**config.mk**
```make
export PLATFORM = sky130hd
export DESIGN_NAME = cache_line_bus_ctrl
export DESIGN_NICKNAME = d
export VERILOG_FILES = /design/src/rtl/cache_line_bus_ctrl_pkg.sv /design/src/rtl/cache_line_bus_ctrl_beat_counter.sv /design/src/rtl/cache_line_bus_ctrl.sv
export SDC_FILE = /design/constraint.sdc
export NUM_CORES = 1
export LEC_CHECK = 0
export ABC_AREA = 1
export CORE_AREA = 2 2 324 326
export DETAILED_ROUTE_END_ITERATION = 6
export DIE_AREA = 0 0 326 328
export GPL_ROUTABILITY_DRIVEN = 1
export PLACE_DENSITY = 0.53
export SKIP_LAST_GASP = 1
export SYNTH_ARGS = -nofsm -noshare
export SYNTH_HDL_FRONTEND = slang
export SYNTH_HIERARCHICAL = 1
export SYNTH_SLANG_ARGS = --single-unit
export TNS_END_PERCENT = 10
```
**constraint.sdc**
```tcl
create_clock -name clk -period 2.2 [get_ports clk]
set_input_delay 0.44 -clock clk [delete_from_list [all_inputs] [get_ports clk]]
set_output_delay 0.44 -clock clk [all_outputs]
set_load 0.02 [all_outputs]
```
**src/rtl/cache_line_bus_ctrl_pkg.sv**
```systemverilog
// Shared types and constants for the cache line bus controller.
// Default geometry is a 512-bit line moved as 64-bit beats.
package config_pkg;

  localparam int PA_BITS_DEF  = 56;
  localparam int LINELEN_DEF  = 512;
  localparam int BEATLEN_DEF  = 64;
  localparam int LOGBWPL_DEF  = 3;
  localparam int BEATSPERLINE = LINELEN_DEF / BEATLEN_DEF;

  localparam logic [1:0] BUSRW_FETCH = 2'b10;
  localparam logic [1:0] BUSRW_WB    = 2'b01;

  typedef enum logic [1:0] {
    IDLE  = 2'd0,
    READ  = 2'd1,
    WRITE = 2'd2
  } busfsm_state_t;

endpackage

```
**src/rtl/cache_line_bus_ctrl_beat_counter.sv**
```systemverilog
// Beat index counter: enabled register with synchronous reset and clear,
// plus a terminal-count flag that marks the last beat of the line.
module beat_counter #(
  parameter int WIDTH = 3
) (
  input  logic             clk,
  input  logic             reset,
  input  logic             clear,
  input  logic             en,
  output logic [WIDTH-1:0] count,
  output logic             tc
);

  always_ff @(posedge clk) begin
    if (reset || clear) count <= '0;
    else if (en)        count <= count + 1'b1;
  end

  assign tc = &count;

endmodule

```
**src/rtl/cache_line_bus_ctrl.sv**
```systemverilog
// Splits whole-line fetch/writeback requests from the cache into beats on a
// valid/ready fabric bus and assembles fetched beats into FetchBuffer.
module cache_line_bus_ctrl
  import config_pkg::*;
#(
  parameter int PA_BITS = PA_BITS_DEF,
  parameter int LINELEN = LINELEN_DEF,
  parameter int BEATLEN = BEATLEN_DEF,
  parameter int LOGBWPL = LOGBWPL_DEF
) (
  input  logic               clk,
  input  logic               reset,
  input  logic [1:0]         CacheBusRW,
  input  logic [PA_BITS-1:0] CacheBusAdr,
  input  logic [BEATLEN-1:0] CacheReadDataWord,
  output logic               CacheBusAck,
  output logic [LOGBWPL-1:0] BeatCount,
  output logic               SelBusBeat,
  output logic [LINELEN-1:0] FetchBuffer,
  output logic               BusValid,
  output logic               BusWrite,
  output logic [PA_BITS-1:0] BusAdr,
  output logic [BEATLEN-1:0] BusWData,
  input  logic               BusReady,
  input  logic [BEATLEN-1:0] BusRData
);

  localparam int BPL     = LINELEN / BEATLEN;
  localparam int LINEOFF = $clog2(LINELEN / 8);
  localparam int BEATOFF = $clog2(BEATLEN / 8);

  busfsm_state_t state, nextState;
  logic busy, beatDone, lastBeat, cntClear, readBeat;
  logic [BPL-1:0]     beatSel;
  logic [LINEOFF-1:0] lineOff;

  always_ff @(posedge clk) begin
    if (reset) state <= IDLE;
    else       state <= nextState;
  end

  // Writeback wins over fetch when both are requested; the fetch stays pending.
  always_comb begin
    nextState = state;
    case (state)
      IDLE: begin
        if ((CacheBusRW & BUSRW_WB) != 2'b00)         nextState = WRITE;
        else if ((CacheBusRW & BUSRW_FETCH) != 2'b00) nextState = READ;
      end
      READ, WRITE: if (beatDone && lastBeat) nextState = IDLE;
      default: nextState = IDLE;
    endcase
  end

  // Outputs are forced quiet during reset so no beat leaks out mid-burst.
  always_comb begin
    busy        = (state != IDLE) && !reset;
    BusValid    = busy;
    BusWrite    = (state == WRITE) && !reset;
    SelBusBeat  = (state == WRITE) && !reset;
    beatDone    = busy && BusReady;
    readBeat    = beatDone && (state == READ);
    CacheBusAck = beatDone && lastBeat;
    cntClear    = (state == IDLE);
  end

  beat_counter #(.WIDTH(LOGBWPL)) u_beatCounter (
    .clk   (clk),
    .reset (reset),
    .clear (cntClear),
    .en    (beatDone),
    .count (BeatCount),
    .tc    (lastBeat)
  );

  // Offset add is confined to the line-offset bits so the tag never carries.
  assign lineOff  = CacheBusAdr[LINEOFF-1:0] + LINEOFF'({BeatCount, {BEATOFF{1'b0}}});
  assign BusAdr   = {CacheBusAdr[PA_BITS-1:LINEOFF], lineOff};
  assign BusWData = CacheReadDataWord;

  assign beatSel = {{(BPL-1){1'b0}}, 1'b1} << BeatCount;

  always_ff @(posedge clk) begin
    if (reset) FetchBuffer <= '0;
    else begin
      for (int b = 0; b < BPL; b++)
        if (readBeat && beatSel[b]) FetchBuffer[b*BEATLEN +: BEATLEN] <= BusRData;
    end
  end

`ifndef SYNTHESIS
  // The request must stay asserted for the whole burst.
  always @(posedge clk) begin
    if (!reset) begin
      if (state == READ)  assert (CacheBusRW[1]);
      if (state == WRITE) assert (CacheBusRW[0]);
    end
  end
`endif

endmodule

```
# After elaboration in Yosys (flattened, before gate mapping)
# Cells that the tools add are included.
# classes
n_addsub	2
n_eq_ne	4
shifts	1
mux	4
reduce_logical	20
# ops
operator	count
1-bit logical AND	13
1-bit by 3-bit left shift with 8-bit output, first input constant	1
6-bit adder	1
2-bit two-way mux	3
2-bit case mux with 2 select lines	1
3-bit by 1-bit adder with 3-bit output, second input constant	1
3-bit != test, second input constant	1
3-bit AND reduction	1
2-bit by 1-bit equality test with 1-bit output, second input constant	1
2-bit equality test, second input constant	1
2-bit logical NOT	1
2-bit != test, second input constant	1
2-bit AND reduction	1
2-bit nonzero test	1
2-bit OR reduction	1
1-bit logical NOT	1
1-bit logical OR	1
# word_totals
ff_bits	517
output_inout_bits	639
wordCells	41

# Logic depth before layout (Yosys ltp)
# depth
ltp_word	6
mapped_depth	9
ltp_nobuf	8

# Cells and area by module
# Netlist, hierarchy kept.
# modules_own_cells
mod	instances	cells_each	area_each_um2	seq_area_each_um2
cache_line_bus_ctrl	1	2500	20114.3	10289.9
beat_counter	1	20	143.9	60.1

# Worst setup path before layout
# No wires, ideal clock.
# synth_path
kind	reg2out
startpoint	reg u_beatCounter.count[0]
endpoint	out BusAdr[5]
arrival_time_ns	1.742
t_required_ns	1.760
path_slack_ns	0.018
stages_incl_launch_ff	6
n_path_buf	0
cell_sequence	dfxtp_1 -> ha_1 -> inv_1 -> fa_1 -> xnor2_1 -> xor2_1
# synth_via
elab_chain_len	1
# synth_lines
element	line	source
from (decl)	cache_line_bus_ctrl_beat_counter.sv:10	output logic [WIDTH-1:0] count,
from (signal assigned)	cache_line_bus_ctrl_beat_counter.sv:16	else if (en) count <= count + 1'b1;
6-bit adder	cache_line_bus_ctrl.sv:77	assign lineOff = CacheBusAdr[LINEOFF-1:0] + LINEOFF'({BeatCount, {BEATOFF{1'b0}}});
to (decl)	cache_line_bus_ctrl.sv:22	output logic [PA_BITS-1:0] BusAdr,
# No other way between the ends.

# Worst setup path in the final report
# layout_path
startpoint	in CacheBusAdr[4]
endpoint	out BusAdr[5]
# layout_via
elab_chain_len	1
# layout_lines
element	line	source
from (decl)	cache_line_bus_ctrl.sv:14	input logic [PA_BITS-1:0] CacheBusAdr,
6-bit adder	cache_line_bus_ctrl.sv:77	
# No other way between the ends.

==> metrics <==
Rows=118; fill cell count=10,900; initial antenna violation count=1; most common cell after layout, fill and taps aside=clkdlybuf4s50_1; CTS tree=built; TritonRoute pass-1 iters=5; Hold Crit Class=in -> reg; DRT antenna net count=0; Max Fclk=395.1 MHz; Crit-path slowest cell=clkdlybuf4s50_1; register share of total power=0.440; synth warn=6; RSZ-0062 raised after global routing=true; Final HPWL DP=64,570 um; Remaining Overflow, GRT=0; drt total wl=93,970 um; Slew headroom=0.5386; Non-Filler Instances=4,323; run status=finished with violations; count of cell types in the netlist=28; clk buf depth=3; Critical Path AT=2.09 ns; routed vias=19,190; Synth Instances=2,520; Die Width=326 um; first-pass GRT wire length=132,900 um; Initial Util=0.1963; Clock power frac=0.471; leading cell types in the layout, fill and taps excluded=586 x clkdlybuf4s50_1, 520 x nor2_1, 515 x dfxtp_1; Max Cap Violations=0; final clock skew=0.03056 ns; core area=0.1032 mm^2; share of layout cells above drive strength 1=0.08464; failing checks=setup timing; max-slew violation count=0; top cell type by total area after synthesis=dfxtp_1; Internal=16.03 mW; Die Y=328 um; WL/cell=21.74 um; I/O Pins=828; CP Class=in -> out; overall global routing resource usage=0.1672; # DRC=0; setup slack after layout=-0.3308 ns; Worst setup SP type=input pin; synth top area cells=dfxtp_1 51%, nor3_1 13%, o21ai_0 10%; clock latency on the worst-skew pair=0.66 ns; CP cell instances=clkdlybuf4s50_1 -> inv_1 -> fa_2 -> xnor2_4 -> xor2_1 -> buf_4; Power Dens Cells=741.3 mW/mm^2; Fin. Hold Viols=0; syn avg cell area=8.039 um^2; Max stage delay on crit path=0.57 ns; cell leakage power=10.74 nW; Combinational Power Share=0.089; DR iter-0 viols=1,585; total CTS buffers=59; Syn Std Cell Area=0.02026 mm^2; largest net degree at the start of global routing=68; die area=0.1069 mm^2; Yosys top cell area share=0.5109; Nets=3,091; area growth from synthesis to layout=43.83%; Sw Pwr=5.564 mW; Clock Tree Root=clkbuf_16; final setup fails=6; syn_nets=2,716; clock sinks=517; Crit. End Element=output pin; Via density=4.440; Final Cycle Share=1.150; Seq/Total Area, Yosys=0.5109; setup TNS=-1.400 ns; crit path max fanout=1; Placer Congestion=0.7993; vias in the first global route=18,220; Port Buffers=593; Post-CTS Setup Bufs=0; clk slew on worst S/H paths=0.06 ns; Tmin final=2.531 ns; peak supply drop=0.5313 mV; Sw Share=0.2576; slew of the pin with the lowest slew margin=0.6900 ns; area of the multi-input gates=0.007572 mm^2; Inst Count DP=4,216; CTS H-tree lvls=2; Yosys reg bits=517; Reg area=0.01035 mm^2; WP data required=1.76 ns
path summary, 6_finish.rpt:
check | endpoint | slack, ns | start | cells past startpoint
max | BusAdr[5] | -0.33 | CacheBusAdr[4] | 6
min | state[1]$_SDFFE_PP0P_ | 0.47 | CacheBusRW[0] | 3
max reg2reg | FetchBuffer[20]$_SDFFE_PP0P_ | 0.27 | state[0]$_SDFFE_PP0P_ | 9
min reg2reg | state[1]$_SDFFE_PP0P_ | 0.48 | state[1]$_SDFFE_PP0P_ | 2
flip-flops by register name (all words and copies together) (netlist names):
register             count
FetchBuffer            512
u_beatCounter/count      3
state                    2
synth_stat cells:
cell / number
xor2_1: 1
xnor2_1: 1
nor2_1: 520
a21oi_1: 2
buf_4: 119
nand3_4: 1
nand2_1: 14
nor2_4: 7
nor3_1: 512
nor2_2: 1
nor3b_1: 1
nor2_8: 2
clkbuf_8: 4
buf_1: 18
or2_2: 1
o21ai_0: 420
buf_2: 29
ha_1: 6
inv_1: 13
clkbuf_4: 2
fa_1: 1
buf_6: 49
nand3_1: 8
o21ai_1: 92
buf_8: 1
inv_2: 1
clkbuf_1: 177
dfxtp_1: 517
layer usage:
layer / wire length, um / global-route usage / part of all wire
met5: 0 / 0 / 0
met4: 4240 / 0.07954 / 0.045
met3: 7378 / 0.04378 / 0.079
met2: 44480 / 0.2732 / 0.47
met1: 37870 / 0.2043 / 0.40
worst max-delay path, delay by kind of cell:
kind	cells	cell delay, ns
adders and majority gates	1	0.44
buffers and inverters	3	0.85
xor gates and xnor gates	2	0.35
area by class of cell:
| type | count | share of cell area |
|---|---|---|
| inverter | 14 | 0.002061 |
| timing repair buffer | 713 | 0.2555 |
| clock inverter | 26 | 0.01005 |
| antenna | 1 | 0.00008588 |
| tap | 1380 | 0.05926 |
| sequential | 517 | 0.3554 |
| clock buffer | 82 | 0.05776 |
| multi-input combinational | 1590 | 0.2599 |
per-stage QoR:
stage	hold WS [ns]	cell area (um^2)	total power [mW]	worst slack [ns]	util
4_1_cts	0.4293	29150	21.89	-0.4601	0.2825
2_1_floorplan	0.4497	20260	10.99	0.01849	-
3_3_place_gp	0.4734	27150	11.67	-0.9873	0.2631
6_report	0.4721	29140	21.60	-0.3308	0.2823
5_1_grt	0.4561	29130	22.34	-0.4206	0.2823
3_5_place_dp	0.4755	27150	11.66	-0.9479	0.2631
kinds of logic (layout without fill, tap and decap cells):
| family | after synthesis | in the layout | share of synthesized area |
|---|---|---|---|
| AND/OR/NAND/NOR | 1067 | 1067 | 0.2351 |
| flip-flops | 517 | 517 | 0.5109 |
| AO/OA/AOI/OAI | 514 | 514 | 0.1270 |
| buffers and inverters | 413 | 835 | 0.1214 |
| adder cells (fa/ha/maj) | 7 | 7 | 0.004694 |
| XOR/XNOR | 2 | 2 | 0.0008648 |
| other | 0 | 1 | 0 |
what timing repair did:
action | 4_1_cts | 5_1_grt
endpoints found under the setup margin | 9 | 10
gates resized for setup | 16 | 6
pin swaps | 3 | 3
hold buffers | 0 | 0
power by group through the flow:
stage	clock network (mW)	registers [mW]	logic, mW
final	10.2	9.51	1.92
after floorplan	0	9.82	1.17
after global placement	0	9.71	1.96
after CTS	10.4	9.51	1.95
after global routing	10.8	9.52	2.05
after detailed placement	0	9.72	1.94
(Power assumes the default switching activity.)
